--- src/rtl/clmul_share_ctrl.sv ---
`default_nettype none
// ============================================================================
// Module      : clmul_share_ctrl
// Description : Two-port round-robin arbiter and sequencer for the shared
//               multi-cycle carry-less / unsigned multiplier unit. Accepts one
//               op at a time (CLMUL, CLMULH, CLMULR, MUL, MULHU), starts the
//               unit, holds its mode until done, slices the 64-bit product
//               and returns the 32-bit result to the owning requester.
// Ports       : clock, reset            - clock, synchronous active-high reset
//               reqN_valid/ready/op/rs1/rs2 - op request channel, N = 0,1
//               rspN_valid/ready/data   - result channel, N = 0,1
//               unit_start/mul/rs1/rs2  - drive to the multiplier unit
//               unit_rd/busy/done       - product, busy (unused), done pulse
// Revision    : 1.0 - initial release
// ============================================================================
module clmul_share_ctrl #(
    parameter int NUM_REQ = 2
) (
    input  logic        clock,
    input  logic        reset,
    input  logic        req0_valid,
    output logic        req0_ready,
    input  logic [2:0]  req0_op,
    input  logic [31:0] req0_rs1,
    input  logic [31:0] req0_rs2,
    output logic        rsp0_valid,
    input  logic        rsp0_ready,
    output logic [31:0] rsp0_data,
    input  logic        req1_valid,
    output logic        req1_ready,
    input  logic [2:0]  req1_op,
    input  logic [31:0] req1_rs1,
    input  logic [31:0] req1_rs2,
    output logic        rsp1_valid,
    input  logic        rsp1_ready,
    output logic [31:0] rsp1_data,
    output logic        unit_start,
    output logic        unit_mul,
    output logic [31:0] unit_rs1,
    output logic [31:0] unit_rs2,
    input  logic [63:0] unit_rd,
    input  logic        unit_busy,
    input  logic        unit_done
);

    localparam int C_OWNER_W = $clog2(NUM_REQ);

    localparam logic [2:0] C_OP_CLMUL  = 3'd0;
    localparam logic [2:0] C_OP_CLMULH = 3'd1;
    localparam logic [2:0] C_OP_CLMULR = 3'd2;
    localparam logic [2:0] C_OP_MUL    = 3'd3;
    localparam logic [2:0] C_OP_MULHU  = 3'd4;

    typedef enum logic [1:0] {
        S_IDLE  = 2'd0,
        S_START = 2'd1,
        S_WAIT  = 2'd2,
        S_RESP  = 2'd3
    } state_t;

    state_t                 r_state;
    state_t                 w_next_state;

    logic [2:0]             r_op;
    logic [31:0]            r_rs1;
    logic [31:0]            r_rs2;
    logic [C_OWNER_W-1:0]   r_owner;
    logic [C_OWNER_W-1:0]   r_last;     // requester granted most recently
    logic                   r_mul;
    logic [31:0]            r_data;

    logic [C_OWNER_W-1:0]   w_grant;
    logic                   w_ready0;
    logic                   w_ready1;
    logic                   w_accept;
    logic                   w_start;
    logic                   w_capture;
    logic                   w_rsp0;
    logic                   w_rsp1;
    logic [2:0]             w_acc_op;
    logic [31:0]            w_acc_rs1;
    logic [31:0]            w_acc_rs2;
    logic [31:0]            w_slice;
    logic                   w_unused_busy;

    // The unit's busy flag is informational only; sequencing relies on done.
    assign w_unused_busy = unit_busy;

    // Round-robin grant: a lone requester wins outright; on contention the
    // requester that was not granted last wins.
    always_comb begin
        w_grant = '0;
        if (req0_valid && req1_valid) begin
            w_grant = ~r_last;
        end else if (req1_valid) begin
            w_grant = C_OWNER_W'(1);
        end
    end

    assign w_acc_op  = (w_grant != '0) ? req1_op  : req0_op;
    assign w_acc_rs1 = (w_grant != '0) ? req1_rs1 : req0_rs1;
    assign w_acc_rs2 = (w_grant != '0) ? req1_rs2 : req0_rs2;
    assign w_accept  = w_ready0 || w_ready1;

    // Result slice selection; CLMULR is the reversed-product view p[62:31].
    always_comb begin
        w_slice = '0;
        case (r_op)
            C_OP_CLMUL,  C_OP_MUL:   w_slice = unit_rd[31:0];
            C_OP_CLMULH, C_OP_MULHU: w_slice = unit_rd[63:32];
            C_OP_CLMULR:             w_slice = unit_rd[62:31];
            default:                 w_slice = '0;
        endcase
    end

    always_ff @(posedge clock) begin
        if (reset) begin
            r_state <= S_IDLE;
        end else begin
            r_state <= w_next_state;
        end
    end

    always_comb begin
        w_next_state = r_state;
        w_ready0     = 1'b0;
        w_ready1     = 1'b0;
        w_start      = 1'b0;
        w_capture    = 1'b0;
        w_rsp0       = 1'b0;
        w_rsp1       = 1'b0;
        case (r_state)
            S_IDLE: begin
                w_ready0 = req0_valid && (w_grant == '0);
                w_ready1 = req1_valid && (w_grant != '0);
                if (w_ready0 || w_ready1) begin
                    // Reserved ops bypass the unit entirely.
                    w_next_state = (w_acc_op > C_OP_MULHU) ? S_RESP : S_START;
                end
            end
            S_START: begin
                w_start      = 1'b1;
                w_next_state = S_WAIT;
            end
            S_WAIT: begin
                if (unit_done) begin
                    w_capture    = 1'b1;
                    w_next_state = S_RESP;
                end
            end
            S_RESP: begin
                w_rsp0 = (r_owner == '0);
                w_rsp1 = (r_owner != '0);
                if ((w_rsp0 && rsp0_ready) || (w_rsp1 && rsp1_ready)) begin
                    w_next_state = S_IDLE;
                end
            end
            default: begin
                w_next_state = S_IDLE;
            end
        endcase
    end

    always_ff @(posedge clock) begin
        if (reset) begin
            r_op    <= '0;
            r_rs1   <= '0;
            r_rs2   <= '0;
            r_owner <= '0;
            r_last  <= C_OWNER_W'(1);   // next contention favours requester 0
            r_mul   <= 1'b0;
            r_data  <= '0;
        end else begin
            if (w_accept) begin
                r_op    <= w_acc_op;
                r_rs1   <= w_acc_rs1;
                r_rs2   <= w_acc_rs2;
                r_owner <= w_grant;
                r_last  <= w_grant;
                // Mode is latched once and held for the whole computation.
                r_mul   <= (w_acc_op == C_OP_MUL) || (w_acc_op == C_OP_MULHU);
                r_data  <= '0;
            end
            if (w_capture) begin
                r_data <= w_slice;
            end
        end
    end

    assign req0_ready = w_ready0;
    assign req1_ready = w_ready1;
    assign rsp0_valid = w_rsp0;
    assign rsp1_valid = w_rsp1;
    assign rsp0_data  = r_data;
    assign rsp1_data  = r_data;
    assign unit_start = w_start;
    assign unit_mul   = r_mul;
    assign unit_rs1   = r_rs1;
    assign unit_rs2   = r_rs2;

endmodule
`default_nettype wire

--- config.mk ---
export PLATFORM = sky130hd
export DESIGN_NAME = clmul_share_ctrl
export DESIGN_NICKNAME = d
export VERILOG_FILES = /design/src/rtl/clmul_share_ctrl.sv
export SDC_FILE = /design/constraint.sdc
export NUM_CORES = 1
export LEC_CHECK = 0
export BUFFER_PORTS_ARGS = -buffer_cell sky130_fd_sc_hd__buf_2
export CAP_MARGIN = 25
export CORE_MARGIN = 10
export CORE_UTILIZATION = 45
export DETAILED_ROUTE_END_ITERATION = 16
export MAX_ROUTING_LAYER = met4
export PLACE_DENSITY = 0.82
export SLEW_MARGIN = 20
export SYNTH_ARGS = -nofsm -noshare
export SYNTH_HDL_FRONTEND = slang
export SYNTH_SLANG_ARGS = --single-unit
--- constraint.sdc ---
create_clock -name clock -period 1.9 [get_ports clock]
set_input_delay 0.38 -clock clock [delete_from_list [all_inputs] [get_ports clock]]
set_output_delay 0.38 -clock clock [all_outputs]
set_load 0.005 [all_outputs]
# [After elaboration in Yosys (flattened, before gate mapping)]
# Index checks and enable logic that the tools add are counted.
[classes] addsub=0 mul=0 n_div=0 n_lt_le_gt_ge=1 eq_ne=12 shift=0 n_mux=20 n_bitwise=3 reduce_logical=15
[ops] cell="$mux W32" n=4
[ops] cell="$pmux W32 S3" n=1
[ops] cell="$eq A3 B2 Y1 const B" n=3
[ops] cell="$mux W1" n=9
[ops] cell="$mux W2" n=4
[ops] cell="$pmux W2 S4" n=1
[ops] cell="$eq A3 B3 Y1 const B" n=2
[ops] cell="$ne A2 B2 Y1 const B" n=3
[ops] cell="$logic_and A1 B1 Y1" n=5
[ops] cell="$eq A2 B2 Y1 const B" n=2
[ops] cell="$logic_or A1 B1 Y1" n=4
[ops] cell="$reduce_or A2 Y1" n=2
[ops] cell="$eq A3 B1 Y1 const B" n=1
[ops] cell="$gt A3 B3 Y1 const B" n=1
[ops] cell="$logic_not A3 Y1" n=1
[ops] cell="$mux W3" n=1
[ops] cell="$not A1 Y1" n=3
[ops] cell="$reduce_and A3 Y1" n=1
[ops] cell="$eq A2 B1 Y1 const B" n=1
[ops] cell="$logic_not A2 Y1" n=1
[ops] cell="$reduce_bool A2 Y1" n=1
[totals] register_bits=104 latchBits=0 ramBits=0 mem_bits_ro=0 inputBits=206 n_memories=0

# [Logic depth before layout (Yosys ltp)]
[depth] depth_word=8 ltp_mapped=9 mapped_depth_nobuf=6

# [Worst setup path before layout]
# Ideal clock, no wire load.
[synth_timing] path_type="register -> register" from="register r_state[0]" to="register r_data[10], in the netlist rsp0_data[10]" t_arrival_ps=1663 required_ps=1814 slack_ps=151 stages_incl_launch_ff=10 n_path_buf=3 period_less_slack_ps=1749 cell_sequence="dfxtp_1 -> inv_1 -> ha_1 -> buf_2 -> o21a_1 -> buf_2 -> a21oi_4 -> buf_6 -> a22oi_1 -> a211oi_1"
[synth_between] elab_chain_len=4 word_cells_on_any_way=8 cone_classes="1 x eq/ne; 4 x mux; 3 x reduce/logical"
[synth_rtl] item="start: declaration" line="61" rtl="state_t r_state;"
[synth_rtl] item="start signal: assignment" line="120" rtl="r_state <= w_next_state;"
[synth_rtl] item="$logic_not A2 Y1" line="132" rtl="case (r_state)"
[synth_rtl] item="$mux W1" line="132"
[synth_rtl] item="$logic_or A1 B1 Y1" line="103" rtl="assign w_accept = w_ready0 || w_ready1;"
[synth_rtl] item="$reduce_bool A2 Y1 (no line)"
[synth_rtl] item="end signal: assignment" line="185" rtl="r_data <= w_slice;"
[synth_rtl] item="end: declaration" line="70" rtl="logic [31:0] r_data;"
# Parallel ways exist; a longest one is shown, timed or not.
# A chain may end at the register's enable or synchronous reset.

# [Worst setup path after layout]
[layout_timing] from="register r_state[0]" to="register r_data[21], in the netlist rsp0_data[21]"
# The elaborated chain is that of the path after synthesis.

==> summary.txt <==
Post-Route WL = 22300 microns
Top flip-flop cell by instance count after synthesis = dfxtp_1
H-tree levels = 3
GRT Resource Usage Total = 0.230
Non-Filler Cell Area, Final = 0.00785 sq mm
DRT antenna net count = 0
Number of instances on the worst hold path = 3
Final count of hold timing violations = 0
Number of buffers on the longest clock path = 2
Area of the die = 0.0180 sq mm
Final setup skew = 0.00504 ns
Standard-cell row count = 41
Area growth syn-to-layout = 33.8%
Path category of the worst min-delay check = in2reg
Crit path capture type = register
Count of state elements after synthesis = 104
Smallest setup slack after layout = 0.111 ns
Power per cell area = 1320 mW/mm^2
Final HPWL DP = 16600 microns
Cells after Synth = 750
Clock sink count = 104
Number of antenna violations at the first check in global routing = 4
Leading post-synthesis cells by cell area = dfxtp_1 35%, nand2_1 10%, a311oi_1 9.9%, nand3b_1 7.9%, nor2_1 4.7%
I/O pin count = 340
Synth unique cells = 39
Weighted congestion at the end of routability-driven global placement = 0.818
Pre-antenna DRT Iters = 5
Cell chosen for the clock root = clkbuf_16
DRC = 0
Cell types with the highest counts after synthesis = 164 x nand2_1, 104 x dfxtp_1, 73 x nor2_1
Critical Setup Path Class = reg2reg
Share of the synthesized area in the top cell type = 0.355
Iter 0 DRT Violations = 364
Hold wc startpoint = req1_rs1[6]
Vias in the first global route = 6094
Post-placement setup slack = 0.112 ns
Final count of pins violating max slew = 0
Maximum clock frequency = 559 MHz
Clock slew seen by the registers of the worst setup and hold paths = 0.07 ns
Reg-to-reg startpoint = r_state[0]
Layout net count = 1222
Routed wire per std cell = 18.7 microns
Slew HR = 0.681
Horizontal extent of the die = 134 microns
Total negative slack = 0 ns
Most frequent cell after synthesis = nand2_1
Crit Path Max Fanout = 32
Ys async rst share = 0
Vias per Instance = 5.54
Cell area after synthesis = 0.00587 sq mm
First-pass GRT wire length = 32800 microns
Count of endpoints failing setup in the final report = 0
FF-to-FF End = rsp0_data[21]
Time the worst path needs with I/O delays and setup = 1.79 ns
Post-synthesis average cell area = 7.82 sq um
Number of warnings reported in the yosys synthesis log = 0
R2R cell count = 7
Startpoint type of the worst setup path = register
Terminating pin of the worst hold path = unit_rs1[6]
Die height = 134 microns
Area inside the core boundary = 0.0127 sq mm
Number of enable-type register cells in the synthesized netlist = 0
Effective utilization at floorplan = 0.463
Post-route fraction of the period consumed by the critical path = 0.942
Post-synth top area cell = dfxtp_1
Later-pin clock latency in the skew report = 0.34 ns
Required time at the endpoint of the critical path = 2.15 ns
Pin count of the biggest net entering global routing = 135
Inserted Clock Buffers = 9
CTS tree = done
Smallest hold slack = 0.288 ns
Maxcap violations = 0
Ratio of cells with drive above 1 in the final layout = 0.414
Peak VDD IR = 614 uV
Flop2flop setup slack = 0.11 ns
Pleak = 3.60 nW
Data arrival, critical path = 2.04 ns
Vias = 6606
Synthesized Nets = 960
Global route overflow = 0
Utilization after layout = 0.619
Setup repair after global routing missed its margin = no
Port buffer count = 338
Placed Instance Area = 0.00747 sq mm
Outcome = finished, final reports clean
Sequential element share of the synthesized area = 0.355
Transition time at the pin with the least slew margin = 0.478 ns
## critical path, stage by stage (launching register included)
cell,delay [ns]
dfxtp_1,0.37
inv_1,0.09
ha_2,0.22
o21a_4,0.16
a21oi_4,0.22
buf_12,0.23
a22oi_1,0.12
a211oi_1,0.27
## layer usage
metal | GRT usage | vias to the layer above | share of wire
met5 | - | - | 0
met4 | 0.0683 | 0 | 0.017
met3 | 0.0810 | 28 | 0.11
met2 | 0.380 | 312 | 0.50
met1 | 0.255 | 3052 | 0.38
li1 | - | 3214 | -
## how the worst max path moves through the flow
stage	to	from
finish	rsp0_data[21]	r_state[0]
global route	req1_ready	r_state[0]
CTS	req1_ready	r_state[0]
detailed placement	unit_rs1[21]	r_state[0]
global placement	rsp0_data[27]	r_state[0]
floorplan	rsp0_data[10]	r_state[0]
## state kept, by name (all words and copies together) (netlist names)
name / cells
r_owner: 1
unit_rs2: 32
unit_rs1: 32
rsp0_data: 32
r_op: 3
unit_mul: 1
r_state: 2
r_last: 1
## per-stage QoR
| stage | power, mW | std cells |
|---|---|---|
| after floorplan | 6.59 | 750 |
| after global placement | 8.21 | 1171 |
| after detailed placement | 8.31 | 1171 |
| after CTS | 10.2 | 1186 |
| after global routing | 11.1 | 1192 |
| final | 10.4 | 1192 |
## placed cells by master (no fill, tap or decap), types with 4 or more instances in the layout
master	instances
buf_2	337
nand2_1	164
dfxtp_1	102
nor2_1	72
a311oi_1	66
nand3b_1	62
a21oi_1	34
a22oi_1	31
a31o_2	30
a211oi_1	29
buf_4	12
clkbuf_16	11
buf_12	8
o21ai_0	5
diode_2	4
inv_1	4
a211oi_2	4
## cell type report
| type | count | area [sq um] |
|---|---|---|
| Antenna cell | 4 | 10.0 |
| Clock buffer | 11 | 243 |
| Clock inverter | 4 | 53.8 |
| Fill cell | 1139 | 4820 |
| Inverter | 4 | 15.0 |
| Multi-Input combinational cell | 533 | 3210 |
| Sequential cell | 104 | 2080 |
| Tap cell | 172 | 215 |
| Timing Repair Buffer | 360 | 2010 |
## cell families (layout without fill, tap and decap cells)
logic type	count (synthesis)	count (layout)	synth area share
adders and majority gates	4	4	0.00853
buffers and inverters	113	379	0.104
DFF	104	104	0.355
muxes	1	1	0.00192
xor gates and xnor gates	1	1	0.00149
and+or+nand+nor	317	317	0.251
AOI/OAI and AO/OA	210	210	0.278
other	0	4	0
## power by group
group / switching [mW] / internal, mW
clock: 0.849 / 1.06
sequential: 0.403 / 2.84
combinational: 2.90 / 2.35
total: 4.15 / 6.24
## timing repair
action,CTS,global route
buffers inserted,0,0
endpoints found under the setup margin,0,30
hold buffers,0,0
gates resized for setup,0,4
No activity file was read; power rests on OpenSTA's default activity.
